### src/rtl/sbox_share_sched.sv
// Shares one byte S-box between a 128-bit state job and a 32-bit key-word job, one byte per cycle.
// A state job finishes 16 cycles after accept and a key job 4 cycles after accept; each raises a one-cycle done pulse. Both readies stay low while a job runs.
module sbox_share_sched #(
  parameter int KEY_PRIORITY = 1
) (
  input  logic         clk,
  input  logic         rst,
  input  logic         st_valid,
  output logic         st_ready,
  input  logic [127:0] st_in,
  input  logic         st_inv,
  output logic [127:0] st_out,
  output logic         st_done,
  input  logic         kw_valid,
  output logic         kw_ready,
  input  logic [31:0]  kw_in,
  output logic [31:0]  kw_out,
  output logic         kw_done,
  output logic [7:0]   sbox_in,
  output logic         sbox_inv,
  input  logic [7:0]   sbox_out
);

  typedef enum logic [1:0] {
    IDLE   = 2'd0,
    ST_RUN = 2'd1,
    KW_RUN = 2'd2
  } state_t;

  localparam logic KEY_WINS = (KEY_PRIORITY != 0);

  state_t         state;
  state_t         state_nxt;
  logic [3:0]     cnt;
  logic [127:0]   sbuf;
  logic [31:0]    kbuf;
  logic           inv_q;
  logic           st_acc;
  logic           kw_acc;
  logic           st_last;
  logic           kw_last;

  assign st_acc  = st_valid && st_ready;
  assign kw_acc  = kw_valid && kw_ready;
  assign st_last = (state == ST_RUN) && (cnt == 4'd15);
  assign kw_last = (state == KW_RUN) && (cnt == 4'd3);

  always_ff @(posedge clk) begin
    if (rst) begin
      state <= IDLE;
    end else begin
      state <= state_nxt;
    end
  end

  always_comb begin
    state_nxt = state;
    case (state)
      IDLE: begin
        if (kw_acc) begin
          state_nxt = KW_RUN;
        end else if (st_acc) begin
          state_nxt = ST_RUN;
        end
      end
      ST_RUN: begin
        if (cnt == 4'd15) begin
          state_nxt = IDLE;
        end
      end
      KW_RUN: begin
        if (cnt == 4'd3) begin
          state_nxt = IDLE;
        end
      end
      default: state_nxt = IDLE;
    endcase
  end

  // Readies only open in IDLE; the priority parameter decides who yields to a simultaneous request.
  always_comb begin
    st_ready = 1'b0;
    kw_ready = 1'b0;
    sbox_in  = 8'h00;
    sbox_inv = 1'b0;
    case (state)
      IDLE: begin
        kw_ready = !(!KEY_WINS && st_valid);
        st_ready = !(KEY_WINS && kw_valid);
      end
      ST_RUN: begin
        sbox_in  = sbuf[127:120];
        sbox_inv = inv_q;
      end
      KW_RUN: begin
        sbox_in  = kbuf[31:24];
        sbox_inv = 1'b0;
      end
      default: begin
        sbox_in  = 8'h00;
        sbox_inv = 1'b0;
      end
    endcase
  end

  always_ff @(posedge clk) begin
    if (rst) begin
      cnt   <= 4'd0;
      sbuf  <= 128'd0;
      kbuf  <= 32'd0;
      inv_q <= 1'b0;
    end else begin
      case (state)
        IDLE: begin
          if (kw_acc) begin
            kbuf <= kw_in;
            cnt  <= 4'd0;
          end else if (st_acc) begin
            sbuf  <= st_in;
            inv_q <= st_inv;
            cnt   <= 4'd0;
          end
        end
        ST_RUN: begin
          // After 16 rotations the substituted bytes land back in their original positions.
          sbuf <= {sbuf[119:0], sbox_out};
          cnt  <= st_last ? 4'd0 : cnt + 4'd1;
        end
        KW_RUN: begin
          kbuf <= {kbuf[23:0], sbox_out};
          cnt  <= kw_last ? 4'd0 : cnt + 4'd1;
        end
        default: cnt <= 4'd0;
      endcase
    end
  end

  always_ff @(posedge clk) begin
    if (rst) begin
      st_out  <= 128'd0;
      kw_out  <= 32'd0;
      st_done <= 1'b0;
      kw_done <= 1'b0;
    end else begin
      st_done <= st_last;
      kw_done <= kw_last;
      if (st_last) begin
        st_out <= {sbuf[119:0], sbox_out};
      end
      if (kw_last) begin
        kw_out <= {kbuf[23:0], sbox_out};
      end
    end
  end

endmodule

### config.mk
export PLATFORM = sky130hd
export DESIGN_NAME = sbox_share_sched
export DESIGN_NICKNAME = d
export VERILOG_FILES = /design/src/rtl/sbox_share_sched.sv
export SDC_FILE = /design/constraint.sdc
export NUM_CORES = 1
export LEC_CHECK = 0
export ABC_AREA = 1
export CAP_MARGIN = 40
export CORE_ASPECT_RATIO = 1.4
export CORE_UTILIZATION = 33
export DETAILED_ROUTE_END_ITERATION = 16
export PLACE_DENSITY = 0.66
export SETUP_SLACK_MARGIN = 0.15
export SLEW_MARGIN = 30
export SYNTH_ARGS = -nofsm -noshare
export SYNTH_HDL_FRONTEND = slang
export SYNTH_SLANG_ARGS = --single-unit
### constraint.sdc
create_clock -name clk -period 4.2 [get_ports clk]
set_input_delay 0.42 -clock clk [delete_from_list [all_inputs] [get_ports clk]]
set_output_delay 0.42 -clock clk [all_outputs]
set_load 0.05 [all_outputs]
==> results.cfg <==
[floorplan]
ios = 346
die-height_um = 241
fp.dieW_um = 173
rows = 87
core_area_um2 = 40300
die_area_um2 = 41600
start_util_pct = 33.4

[sta]
skew_ns = 0.0128
relSlewSlack_pct = 42.8
layout_setup_ws_ns = 1.07
drv_slew = 0
max_freq_mhz = 319
rsz0062_at_grt = false
period_needed_ns = 3.13
tightest_slew_ns = 0.857
min_period_over_period_pct = 74.6
setup_viol = 0
hold_viol_final = 0
finalSetupTns_ns = 0

[critical_path]
required_ns = 3.78
timing.rr.end = sbuf[61]$_SDFFE_PP0P_
worst-path-buf-inv = 2
critical-path-slowest-cell = clkdlybuf4s50_1
crit_chain = inv_1, ha_2, nand2_1, a21oi_1, clkdlybuf4s50_1
critPathMaxFanout = 27
r2r_slack_ns = 1.54
reg2reg_depth = 10
cpLargestDelayFamily = buffers and inverters
startpoint = state[0]$_SDFFE_PP0P_
regToRegStartpoint = state[0]$_SDFFE_PP0P_
arrival_ns = 2.71
path_class = reg -> out
end_kind = primary output
cpPeakStageDelay_ns = 0.86
cp-start-kind = register

[pwr]
clkPwrFrac_pct = 43.0
swShare_pct = 25.8
p_leak_uw = 0.00751
power_density_nw_per_um2 = 418
p_comb_share_pct = 12.2
p_sw_uw = 1970
p_seq_share_pct = 44.8
internal_power_uw = 5670
ir_drop_mv = 0.249

[logic_synthesis]
ys_ff_latch = 329
ys_seq_area_share_pct = 48.9
yosysMostFrequentCell = o21ai_0
synth_nets = 2037
ys_types = 25
synth_area_leaders = dfxtp_1 49%, o21ai_0 13%, nand2_1 9.7%, nor2_1 7.2%, nand3_1 6.2%
yosys.area.top_type_share_pct = 48.9
synthArstFlopShare_pct = 0
yosys.area.top_type = dfxtp_1
synth_area_um2 = 13500
synth-edff-count = 0
synth_top_flop_cell = dfxtp_1
synth_common_cells = 354 x o21ai_0, 348 x nand2_1, 329 x dfxtp_1
syn_inst = 1860
avgSynthCellArea_um2 = 7.24
yosysWarnings = 0

[clocking]
cts_tree = yes
cts_num_sinks = 329
post_cts.repair.setup_buffers = 0
htreeDepth = 2
clock_tree.root_cell = clkbuf_16
clk_latency_ns = 0.52
ctsHoldBuffers = 0
cts_resized = 0
cts_buffers = 35
cts.clk_slew.worst_paths_ns = 0.06
cts.path.max_buffers = 3

[finish]
final_util_pct = 45.4
stdcell_area_um2 = 18300
areaGrowthSynthToFinish_pct = 35.8
drive_above_1_share_pct = 4.01
multi_input_comb_area_um2 = 5560
seq_area_um2 = 6590
finalNetCount = 2298
n_fill_cell = 4127

[drt]
dr.pass1.iters = 5
detail-route-antenna-nets = 0
drcViolationCount = 0
wire_per_inst_um = 16.2
routed_wl_um = 43400
vias = 13000
drt_iter0_drc = 955
drt-vias-per-instance = 4.84

[global_routing]
grt_pass1_wl_um = 68100
antenna_found_initial = 2
met1_usage_pct = 23.0
grt_max_degree = 191
grt_overflow = 0
grt_pass1_vias = 12800
grtUsageTotal_pct = 20.3
busiest_layer = met2
gr-usage-met3_pct = 4.02
grt_util_met2_pct = 36.3

[worst_hold_path]
hold-path-cell-count = 2
min_to = inv_q$_SDFFE_PP0P_
hold_path_class = reg -> reg
worstHoldStart = inv_q$_SDFFE_PP0P_

[place]
dp_slack_ns = 1.43
port-buffer-count = 345
hpwl_um = 29600
place_congestion = 0.874
placed_cell_area_um2 = 17100

[outcome]
status = finished clean

[run]
max-cap-violations = 0
==> flip-flops by register name, summed over array words and instances (netlist names) <==
signal,flops
kbuf,32
st_done,1
state,2
kw_done,1
st_out,128
cnt,4
sbuf,128
kw_out,32
inv_q,1
==> worst min-delay path, cell delays in order (launching register included) <==
cell and delay, ns:
dfxtp_1 0.31, nand2_1 0.06, a21oi_1 0.05
==> power by group through the flow <==
stage	sequential [uW]	combinational (uW)	clock, uW
after global routing	3440	1060	3470
final	3420	935	3290
after CTS	3420	944	3370
after global placement	3480	926	0
after detailed placement	3490	935	0
after floorplan	3450	613	0
==> area by class of cell <==
cell class                      count  area share [%]
Inverter                          153            3.24
Antenna cell                        2          0.0274
Sequential cell                   329            36.0
Timing Repair Buffer              363            19.9
Clock buffer                       49            5.59
Multi-Input combinational cell   1239            30.4
Clock inverter                     13            1.09
Tap cell                          534            3.66
==> per-stage QoR <==
step	cells	power [uW]	hold slack, ns
after floorplan	1860	4060	0.433
after global placement	2617	4410	0.453
after detailed placement	2618	4420	0.455
after CTS	2680	7730	0.465
after global routing	2681	7980	0.488
final	2682	7640	0.463
==> placed cells by master (no fill, tap or decap) <==
cell and instances:
inv_4 2, clkinvlp_4 2, inv_1 147, clkbuf_16 37
nor2_4 1, o21a_1 1, buf_12 3, bufinv_16 5
dfxtp_1 329, clkinv_2 5, nand2_2 1, o21ai_4 1
buf_16 1, nand3b_1 2, clkbuf_1 7, o21ai_0 354
clkbuf_8 5, clkdlybuf4s50_1 345, ha_2 2, nand2_4 2
nor2_1 259, o21ai_1 39, nand3_1 167, nor2_2 1
buf_4 14, clkinv_4 1, a21o_1 1, inv_6 1
inv_2 1, a21oi_1 48, nand2_1 348, mux2i_1 8
nand4_1 2, diode_2 2, inv_8 1, clkinv_1 1
ha_1 2
==> worst max path at each step <==
| stage | endpoint | slack, ns | cells past startpoint |
|---|---|---|---|
| after CTS | sbox_in[5] | 1.05 | 5 |
| after global placement | sbuf[60]$_SDFFE_PP0P_ | 1.49 | 8 |
| after global routing | sbox_in[5] | 0.90 | 5 |
| after floorplan | sbox_in[1] | 1.94 | 6 |
| after detailed placement | sbuf[61]$_SDFFE_PP0P_ | 1.43 | 8 |
| final | sbox_in[5] | 1.07 | 5 |
==> layer usage <==
| layer | up-vias | share of wire, % |
|---|---|---|
| met5 | - | 0 |
| met4 | 0 | 4.4 |
| met3 | 103 | 5.9 |
| met2 | 426 | 50 |
| met1 | 5953 | 39 |
| li1 | 6504 | - |
==> cells by family (layout without fill, tap and decap cells) <==
logic type	count (synthesis)	after routing	synth area share, %
AOI/OAI and AO/OA	444	444	16.5
adders and majority gates	4	4	0.372
other	0	2	0
and+or+nand+nor	783	783	23.6
buffers and inverters	292	578	9.96
muxes	8	8	0.595
DFF	329	329	48.9
Power figures use the tool's default switching activity.
